$ cat src/rtl/signmag_to_twos_pipe_if.sv
// Stream bundle for signmag_to_twos_pipe: sample input with valid/ready, converted output with valid/ready.
// The master drives samples in and accepts results; the slave is the converter.
interface signmag_to_twos_pipe_if #(
  parameter int WIDTH = 34
);
  logic             in_valid;
  logic             in_ready;
  logic [WIDTH-1:0] in_data;
  logic             in_sign;
  logic [1:0]       in_mode;
  logic             out_valid;
  logic             out_ready;
  logic [WIDTH-1:0] out_data;
  logic             out_negated;
  logic             out_zero;

  modport master (
    output in_valid, in_data, in_sign, in_mode, out_ready,
    input  in_ready, out_valid, out_data, out_negated, out_zero
  );

  modport slave (
    input  in_valid, in_data, in_sign, in_mode, out_ready,
    output in_ready, out_valid, out_data, out_negated, out_zero
  );
endinterface

$ cat src/rtl/signmag_to_twos_pipe.sv
// Two-stage sign/magnitude converter (PASS / ONES / TWOS / ABS) with valid/ready flow control
// and a saturating count of negated samples delivered downstream.
module signmag_to_twos_pipe #(
  parameter int WIDTH = 34,
  parameter int CNT_W = 16
) (
  input  logic                 clk,
  input  logic                 rst,
  signmag_to_twos_pipe_if.slave bus,
  input  logic                 cnt_clear,
  output logic [CNT_W-1:0]     neg_count
);

  typedef enum logic [1:0] {
    MODE_PASS = 2'b00,
    MODE_ONES = 2'b01,
    MODE_TWOS = 2'b10,
    MODE_ABS  = 2'b11
  } mode_e;

  localparam logic signed [WIDTH-1:0] ZERO_S = '0;

  function automatic logic [WIDTH-1:0] wrap_add(input logic [WIDTH-1:0] x, input logic cin);
    return x + {{(WIDTH-1){1'b0}}, cin};
  endfunction

  function automatic logic [CNT_W-1:0] sat_inc(input logic [CNT_W-1:0] c);
    return (&c) ? c : c + {{(CNT_W-1){1'b0}}, 1'b1};
  endfunction

  mode_e                    mode_p0;
  logic signed [WIDTH-1:0]  data_s_p0;
  logic                     neg_p0;
  logic                     cin_p0;
  logic [WIDTH-1:0]         x_p0;

  logic                     vld_p1_q, vld_p1_d;
  logic [WIDTH-1:0]         x_p1_q, x_p1_d;
  logic                     cin_p1_q, cin_p1_d;
  logic                     neg_p1_q, neg_p1_d;
  logic [WIDTH-1:0]         sum_p1;

  logic                     vld_p2_q, vld_p2_d;
  logic [WIDTH-1:0]         data_p2_q, data_p2_d;
  logic                     neg_p2_q, neg_p2_d;
  logic                     zero_p2_q, zero_p2_d;

  logic [CNT_W-1:0]         cnt_q, cnt_d;
  logic                     s1_load, s2_load, in_fire, out_fire;

  // Stage 0: decode mode, pick the inversion mask and carry-in
  always_comb begin
    mode_p0   = mode_e'(bus.in_mode);
    data_s_p0 = signed'(bus.in_data);
    neg_p0    = 1'b0;
    case (mode_p0)
      MODE_ONES, MODE_TWOS: neg_p0 = bus.in_sign;
      MODE_ABS:             neg_p0 = data_s_p0 < ZERO_S;
      default:              neg_p0 = 1'b0;
    endcase
    x_p0   = bus.in_data ^ {WIDTH{neg_p0}};
    cin_p0 = neg_p0 && (mode_p0 == MODE_TWOS || mode_p0 == MODE_ABS);
  end

  // A stage may load when its own slot is empty or the slot is emptying this cycle
  assign s2_load  = !vld_p2_q || bus.out_ready;
  assign s1_load  = !vld_p1_q || s2_load;
  assign in_fire  = bus.in_valid && s1_load;
  assign out_fire = vld_p2_q && bus.out_ready;
  assign sum_p1   = wrap_add(x_p1_q, cin_p1_q);

  always_comb begin
    vld_p1_d  = vld_p1_q;
    x_p1_d    = x_p1_q;
    cin_p1_d  = cin_p1_q;
    neg_p1_d  = neg_p1_q;
    vld_p2_d  = vld_p2_q;
    data_p2_d = data_p2_q;
    neg_p2_d  = neg_p2_q;
    zero_p2_d = zero_p2_q;
    cnt_d     = cnt_q;

    if (s1_load) vld_p1_d = bus.in_valid;
    if (in_fire) begin
      x_p1_d   = x_p0;
      cin_p1_d = cin_p0;
      neg_p1_d = neg_p0;
    end

    if (s2_load) begin
      vld_p2_d = vld_p1_q;
      if (vld_p1_q) begin
        data_p2_d = sum_p1;
        neg_p2_d  = neg_p1_q;
        zero_p2_d = (sum_p1 == '0);
      end
    end

    if (cnt_clear)                 cnt_d = '0;
    else if (out_fire && neg_p2_q) cnt_d = sat_inc(cnt_q);
  end

  // Stage 1 boundary: payload only, qualified by vld_p1_q
  always_ff @(posedge clk) begin
    x_p1_q   <= x_p1_d;
    cin_p1_q <= cin_p1_d;
    neg_p1_q <= neg_p1_d;
  end

  always_ff @(posedge clk or posedge rst) begin
    if (rst) vld_p1_q <= 1'b0;
    else     vld_p1_q <= vld_p1_d;
  end

  // Stage 2 boundary: registered outputs and the debug counter
  always_ff @(posedge clk or posedge rst) begin
    if (rst) begin
      vld_p2_q  <= 1'b0;
      data_p2_q <= '0;
      neg_p2_q  <= 1'b0;
      zero_p2_q <= 1'b0;
      cnt_q     <= '0;
    end else begin
      vld_p2_q  <= vld_p2_d;
      data_p2_q <= data_p2_d;
      neg_p2_q  <= neg_p2_d;
      zero_p2_q <= zero_p2_d;
      cnt_q     <= cnt_d;
    end
  end

  assign bus.in_ready    = s1_load;
  assign bus.out_valid   = vld_p2_q;
  assign bus.out_data    = data_p2_q;
  assign bus.out_negated = neg_p2_q;
  assign bus.out_zero    = zero_p2_q;
  assign neg_count       = cnt_q;

endmodule
$ cat src/flat_wrapper.sv
// flat-port wrapper written by rule: the top's interface ports become plain ports
module signmag_to_twos_pipe_flat 
#(
  parameter int WIDTH = 34,
  parameter int CNT_W = 16
)
  (clk, rst, cnt_clear, neg_count, bus_in_valid, bus_in_data, bus_in_sign, bus_in_mode, bus_out_ready, bus_in_ready, bus_out_valid, bus_out_data, bus_out_negated, bus_out_zero);
  signmag_to_twos_pipe_if #(.WIDTH(WIDTH)) bus_i ();
  input  logic clk;
  input  logic rst;
  input  logic cnt_clear;
  output logic [CNT_W-1:0] neg_count;
  input wire logic [$bits(bus_i.in_valid)-1:0] bus_in_valid;
  input wire logic [$bits(bus_i.in_data)-1:0] bus_in_data;
  input wire logic [$bits(bus_i.in_sign)-1:0] bus_in_sign;
  input wire logic [$bits(bus_i.in_mode)-1:0] bus_in_mode;
  input wire logic [$bits(bus_i.out_ready)-1:0] bus_out_ready;
  output wire logic [$bits(bus_i.in_ready)-1:0] bus_in_ready;
  output wire logic [$bits(bus_i.out_valid)-1:0] bus_out_valid;
  output wire logic [$bits(bus_i.out_data)-1:0] bus_out_data;
  output wire logic [$bits(bus_i.out_negated)-1:0] bus_out_negated;
  output wire logic [$bits(bus_i.out_zero)-1:0] bus_out_zero;
  assign bus_i.in_valid = bus_in_valid;
  assign bus_i.in_data = bus_in_data;
  assign bus_i.in_sign = bus_in_sign;
  assign bus_i.in_mode = bus_in_mode;
  assign bus_i.out_ready = bus_out_ready;
  assign bus_in_ready = bus_i.in_ready;
  assign bus_out_valid = bus_i.out_valid;
  assign bus_out_data = bus_i.out_data;
  assign bus_out_negated = bus_i.out_negated;
  assign bus_out_zero = bus_i.out_zero;
  signmag_to_twos_pipe #(.WIDTH(WIDTH), .CNT_W(CNT_W)) u_core (.clk(clk), .rst(rst), .bus(bus_i), .cnt_clear(cnt_clear), .neg_count(neg_count));
endmodule
$ cat config.mk
export PLATFORM = sky130hd
export DESIGN_NAME = signmag_to_twos_pipe_flat
export DESIGN_NICKNAME = d
export VERILOG_FILES = /design/src/rtl/signmag_to_twos_pipe_if.sv /design/src/rtl/signmag_to_twos_pipe.sv /design/src/flat_wrapper.sv
export SDC_FILE = /design/constraint.sdc
export NUM_CORES = 1
export LEC_CHECK = 0
export ABC_AREA = 1
export ABC_CLOCK_PERIOD_IN_PS = 2100
export BUFFER_PORTS_ARGS = -buffer_cell sky130_fd_sc_hd__buf_2
export CORE_AREA = 2 2 109 111
export CTS_BUF_LIST = sky130_fd_sc_hd__clkbuf_16
export DETAILED_ROUTE_END_ITERATION = 16
export DIE_AREA = 0 0 111 113
export GPL_TIMING_DRIVEN = 0
export PLACE_DENSITY = 0.76
export SKIP_CTS_REPAIR_TIMING = 1
export SYNTH_ARGS = -nofsm -noshare
export SYNTH_HDL_FRONTEND = slang
export SYNTH_SLANG_ARGS = --single-unit
$ cat constraint.sdc
create_clock -name clk -period 2.1 [get_ports clk]
set_clock_uncertainty 0.1 [all_clocks]
set_input_delay 0.525 -clock clk [delete_from_list [all_inputs] [get_ports clk]]
set_output_delay 0.525 -clock clk [all_outputs]
set_load 0.02 [all_outputs]
======== Word level (Yosys, flattened, before mapping) ========
Index checks and enable logic that the tools add are counted.
cells by class
  add/subtract/negate cells ............... 2
  bitwise operators ....................... 1
  multiplexer cells ....................... 4
  equal/unequal tests ..................... 4
  magnitude comparators ................... 1
  reductions and logical operators ........ 15
operators by type and width
  operator                                                      number
  two-way mux 16 bit                                            3
  adder 34 x 1 -> 34 bit                                        1
  logical NOT 34 bit                                            1
  less-than comparator 34 x 1 -> 1 bit (second input constant)  1
  XOR 34 bit                                                    1
  adder 16 x 1 -> 16 bit (second input constant)                1
  AND reduction 16 bit                                          1
  equality test 2 bit (second input constant)                   2
  logical AND 1 bit                                             4
  AND reduction 2 bit                                           2
  logical OR 1 bit                                              3
  equality test 2 x 1 -> 1 bit (second input constant)          1
  logical NOT 1 bit                                             2
  != test 2 bit (second input constant)                         1
  case mux 1 bit (2 select lines)                               1
  nonzero test 2 bit                                            1
  OR reduction 2 bit                                            1
word-level totals
  bits of input ports ..................... 42
  output and inout port bits .............. 54
  word-level logic and storage cells ...... 36
  bits in registers ....................... 90

======== Longest topological paths before layout ========
  word-level depth ........................ 4
  depth in mapped cells ................... 15
  mapped depth without buffers ............ 15

======== Least setup slack after synthesis ========
Ideal clock, no wire load.
  path type ............................... input to register
  start ................................... input bus_out_ready
  end ..................................... register u_core.cin_p1_q, enable pin
  data required time ...................... 1609 ps
  library setup time ...................... 391 ps
  arrival ................................. 1607 ps
  stages on the path ...................... 4
  path buffers ............................ 0
  path slack .............................. 2 ps
  path through ............................ inv_1 -> nand3_1 -> nand2_1 -> inv_1
on the way
  word-level cells in the longest chain between the ends .. 3
RTL lines
  item                  RTL line                     RTL
  start, declared       flat_wrapper.sv:17           input wire logic [$bits(bus_i.out_ready)-1:0] bus_out_ready;
  logical OR 1 bit      signmag_to_twos_pipe.sv:66   assign s2_load = !vld_p2_q || bus.out_ready;
  logical OR 1 bit      signmag_to_twos_pipe.sv:67   assign s1_load = !vld_p1_q || s2_load;
  net bus_in_ready      flat_wrapper.sv:18           output wire logic [$bits(bus_i.in_ready)-1:0] bus_in_ready;
  logical AND 1 bit     signmag_to_twos_pipe.sv:68   assign in_fire = bus.in_valid && s1_load;
  net u_core.in_fire    signmag_to_twos_pipe.sv:49   logic s1_load, s2_load, in_fire, out_fire;
  end signal, assigned  signmag_to_twos_pipe.sv:106  cin_p1_q <= cin_p1_d;
  end, declared         signmag_to_twos_pipe.sv:39   logic cin_p1_q, cin_p1_d;
The timed path passes the listed nets, and every way through them passes these cells.
A chain may end at the register's enable or synchronous reset.

======== Worst setup path after layout ========
  start ................................... register u_core.x_p1_q[0]
  end ..................................... register u_core.zero_p2_q, in the netlist u_core.bus.out_zero
on the way
  word-level cells in the longest chain between the ends .. 2
RTL lines
  item                    RTL line                     RTL
  start, declared         signmag_to_twos_pipe.sv:38   logic [WIDTH-1:0] x_p1_q, x_p1_d;
  start signal, assigned  signmag_to_twos_pipe.sv:105  x_p1_q <= x_p1_d;
  adder 34 x 1 -> 34 bit  signmag_to_twos_pipe.sv:24   return x + {{(WIDTH-1){1'b0}}, cin};
  logical NOT 34 bit      signmag_to_twos_pipe.sv:95   zero_p2_d = (sum_p1 == '0);
  end signal, assigned    signmag_to_twos_pipe.sv:127  zero_p2_q <= zero_p2_d;
  end, declared           signmag_to_twos_pipe.sv:46   logic zero_p2_q, zero_p2_d;
No other way between the ends.

==> results.rst <==
.. list-table::
   :header-rows: 1

   * - Metric
     - Value
   * - Data arrival time of the critical path
     - 2.18 ns
   * - CTS root buf
     - sky130_fd_sc_hd__clkbuf_16
   * - Fraction of synthesis flops using an asynchronous set or reset pin
     - about three fifths
   * - Clock sink count
     - 90
   * - Final Hold Viols
     - 0
   * - Vias in the first global route
     - 4138
   * - Drt drc
     - 0
   * - Clock Path Buffers
     - 2
   * - Maximum number of pins on one net before global-route repair
     - 37
   * - Path type of the worst setup path
     - register to register
   * - Area share of the leading cell type in the synthesized netlist
     - 26.99%
   * - Wire length of the first global-routing pass
     - 19650 um
   * - Pre-antenna DRT Iters
     - 6
   * - Worst EP required
     - 2.28 ns
   * - Power spent charging and discharging nets
     - about 1600 uW
   * - Status
     - finished clean
   * - Critical Path Slowest Stage Cell
     - sky130_fd_sc_hd__edfxtp_1
   * - Number of antenna violations at the first check in global routing
     - 0
   * - Vert. Die Dim
     - 113 um
   * - Endpoints failing setup
     - 0
   * - Post-synthesis register bit count
     - 90
   * - Distinct cell type count of the synthesized netlist
     - 33
   * - Post-detailed-route count of antenna-violating nets
     - 0
   * - Worst slew pin tran
     - 0.6914 ns
   * - Placed cell count
     - 841
   * - Wire length after detailed routing
     - 11910 um
   * - Number of H-tree levels
     - 3
   * - Final total power
     - 4933 uW
   * - RSZ-0062 raised after global routing
     - true
   * - Cell breakdown of the critical path
     - ha_4, ha_4, nand3_2, nor2_4, nand3_2, nand2_1, nand2_1, inv_1, nand2_1, nor2_1, nand2_1, nor2_1, nand3_1, nand2_1
   * - Largest voltage drop on the vdd net
     - 0.0004363 V
   * - Leading cell type by number of instances after synthesis
     - sky130_fd_sc_hd__nand2_1
   * - MaxCap Viol Count
     - 0
   * - Pwr per Cell Area
     - 814.0 nW/um2
   * - Source-to-sink clock delay at the later pin of the worst-skew pair
     - about 0.34 ns
   * - Hold WC Path Type
     - input port to async pin
   * - Cell type with the highest aggregate area in the netlist
     - sky130_fd_sc_hd__dfrtp_1
   * - EDFF count, synth
     - 36
   * - Final-layout worst hold slack
     - about 0.16 ns
   * - Fmax
     - 499.2 MHz
   * - Filler cell count
     - 1013
   * - Num CTS Buffers
     - 9
   * - Delay contributed by the slowest stage of the critical path
     - between 0.3 and 0.4 ns
   * - Starting utilization of the core area
     - 44.41%
   * - Core outline area
     - between 10000 and 15000 um2
   * - Total count of max-transition violations in the final report
     - 0
   * - Clock tree from TritonCTS
     - done
   * - Total standard cell area after synthesis
     - 5006 um2
   * - Fin crit share
     - 95.39%
   * - Cells after synthesis
     - 602
   * - Number of cells in the finished layout apart from fillers
     - 863
   * - DR iter-0 viols
     - 341
   * - Most prevalent standard cell on the critical path
     - sky130_fd_sc_hd__nand2_1
   * - Top area cells in the synthesized netlist
     - sky130_fd_sc_hd__dfrtp_1 27%, sky130_fd_sc_hd__edfxtp_1 22%, sky130_fd_sc_hd__nand2_1 13%
   * - I/O pin count
     - 96
   * - Leading post-synthesis cells by instance count
     - 178 x sky130_fd_sc_hd__nand2_1, 77 x sky130_fd_sc_hd__nor2_1, 56 x sky130_fd_sc_hd__inv_1, 54 x sky130_fd_sc_hd__dfrtp_1, 38 x sky130_fd_sc_hd__xor2_1
   * - Die area
     - between 10000 and 15000 um2
   * - Placed wire-length estimate after detailed placement
     - 9420 um
   * - GRT Util Overall
     - 19.46%
   * - Vias
     - 4301
   * - Die Span X
     - 111 um
   * - Total buffers and inverters traversed by the critical path
     - 1
   * - Wire per inst
     - 13.79 um
   * - Relative slew slack
     - a little over half
   * - Largest fanout on the critical path
     - 3
   * - Count of port buffers added during placement
     - 95
   * - Fraction of layout instances using a drive strength above 1
     - a little under a quarter
   * - Global-route congestion overflow total
     - 0
   * - Power share of the clock group
     - 28.6%
   * - Register share of total power
     - 47.7%
   * - Cell area after placement
     - ~5700 um2
   * - Minimum period implied by the final worst setup slack
     - 2.003 ns
   * - Post-Synthesis Net Count
     - 650
   * - Mean number of vias per cell
     - 4.984
   * - Count of yosys warnings during synthesis
     - 0
   * - Total non-filler cell area in the finished layout
     - between 6000 and 7000 um2
   * - Number of nets in the layout
     - 763
   * - Fraction of power spent switching nets
     - 32.87%
   * - Critical Path Start Type
     - register
   * - Kind of cell adding the most delay to the critical path
     - simple AND/OR/NAND/NOR gates
   * - Summed negative setup slack over all endpoints
     - 0 ns
   * - Register area share after synthesis
     - 48.59%
   * - Clock input transition at the sequential cells of the worst setup and hold paths
     - 0.06 ns
   * - Final RePlAce weighted congestion
     - approximately 0.86
   * - CP endpoint kind
     - register
   * - Number of antenna repair diodes
     - 0
   * - Layout overhead on the synthesized area
     - 21.04%
   * - Cell row count
     - 39
   * - Static Leakage
     - 0.002918 uW
   * - Internal Power
     - 3311 uW
   * - Synthesized area per cell
     - 8.316 um2
   * - Combinational power share
     - a little under a quarter
   * - Most used DFF post-synth
     - sky130_fd_sc_hd__dfrtp_1
## cell usage in the layout (no fill, tap or decap), types with 8 or more instances in the layout
| cell type | synthesis | layout |
|---|---|---|
| sky130_fd_sc_hd__edfxtp_1 | 36 | 36 |
| sky130_fd_sc_hd__nand2_1 | 178 | 176 |
| sky130_fd_sc_hd__nand3b_1 | 12 | 12 |
| sky130_fd_sc_hd__nor2_1 | 77 | 72 |
| sky130_fd_sc_hd__buf_2 | 5 | 100 |
| sky130_fd_sc_hd__clkbuf_16 | 0 | 9 |
| sky130_fd_sc_hd__xor2_1 | 38 | 38 |
| sky130_fd_sc_hd__nor2_4 | 7 | 10 |
| sky130_fd_sc_hd__nor2_2 | 8 | 10 |
| sky130_fd_sc_hd__nand3_1 | 24 | 22 |
| sky130_fd_sc_hd__o21ai_0 | 29 | 27 |
| sky130_fd_sc_hd__dfrtp_1 | 54 | 54 |
| sky130_fd_sc_hd__a31oi_1 | 17 | 17 |
| sky130_fd_sc_hd__inv_1 | 56 | 56 |
| sky130_fd_sc_hd__a21oi_1 | 11 | 11 |
| sky130_fd_sc_hd__nand2_2 | 6 | 8 |
## sequential cells by signal (all words and copies together), names as in the netlist
| signal | cells |
|---|---|
| u_core.bus.out_valid | 1 |
| u_core.vld_p1_q | 1 |
| u_core.neg_p1_q | 1 |
| u_core.neg_count | 16 |
| u_core.cin_p1_q | 1 |
| u_core.bus.out_data | 34 |
| u_core.x_p1_q | 34 |
| u_core.bus.out_zero | 1 |
| u_core.bus.out_negated | 1 |
## per-stage QoR
stage	utilization [%]	setup slack, ns
floorplan	-	0.002052
global placement	50.22	-0.4996
detailed placement	50.39	-0.2184
CTS	52.65	-0.08959
global route	53.76	-0.1197
finish	53.76	0.09676
## final timing paths
check                      cells after the start  slack [ns]                       to              startpoint
max                                           14         0.1      u_core.bus.out_zero        u_core.x_p1_q[0]
max reg2reg                                   14         0.1      u_core.bus.out_zero        u_core.x_p1_q[0]
min reg2reg                                    2        0.38   u_core.bus.out_data[1]  u_core.bus.out_data[1]
max in group asynchronous                      3        1.17   u_core.bus.out_data[6]                     rst
min                                            2        0.16  u_core.bus.out_data[28]                     rst
min in group clk                               2        0.35     u_core.neg_count[13]               cnt_clear
## power by group through the flow
stage          Sequential, uW  Clock (uW)  Combinational (uW)
6_report                 2350        1410                1170
3_3_place_gp             2370           0                1130
3_5_place_dp             2380           0                1160
5_1_grt                  2380        1500                1300
4_1_cts                  2350        1430                1160
2_1_floorplan            2550           0                 529
## metal layers
layer	vias to the layer above	routed length (um)	global-route usage [%]
met5	-	0	0
met4	0	248	6.250
met3	24	586	4.178
met2	139	5689	32.07
met1	1982	5380	25.89
li1	2156	-	-
## final cells by class
class | instances | area [um2] | share of cell area [%]
Multi-Input combinational cell | 442 | 2372 | 39.15
Clock buffer | 9 | 225.2 | 3.717
Sequential cell | 90 | 2432 | 40.14
Tap cell | 143 | 178.9 | 2.953
Buffer | 13 | 63.81 | 1.053
Clock inverter | 7 | 28.78 | 0.4749
Timing Repair Buffer | 102 | 540.5 | 8.920
Inverter | 57 | 217.7 | 3.593
## cell families (layout without fill, tap and decap cells)
family / after synthesis / after routing / share of synthesized area (%)
AOI/OAI and AO/OA: 63 / 63 / 6.998
xor gates and xnor gates: 39 / 39 / 6.823
adders and majority gates: 6 / 6 / 1.500
buffers and inverters: 70 / 188 / 5.449
DFF: 90 / 90 / 48.59
and+or+nand+nor: 334 / 334 / 30.64
(Power assumes the default switching activity.)
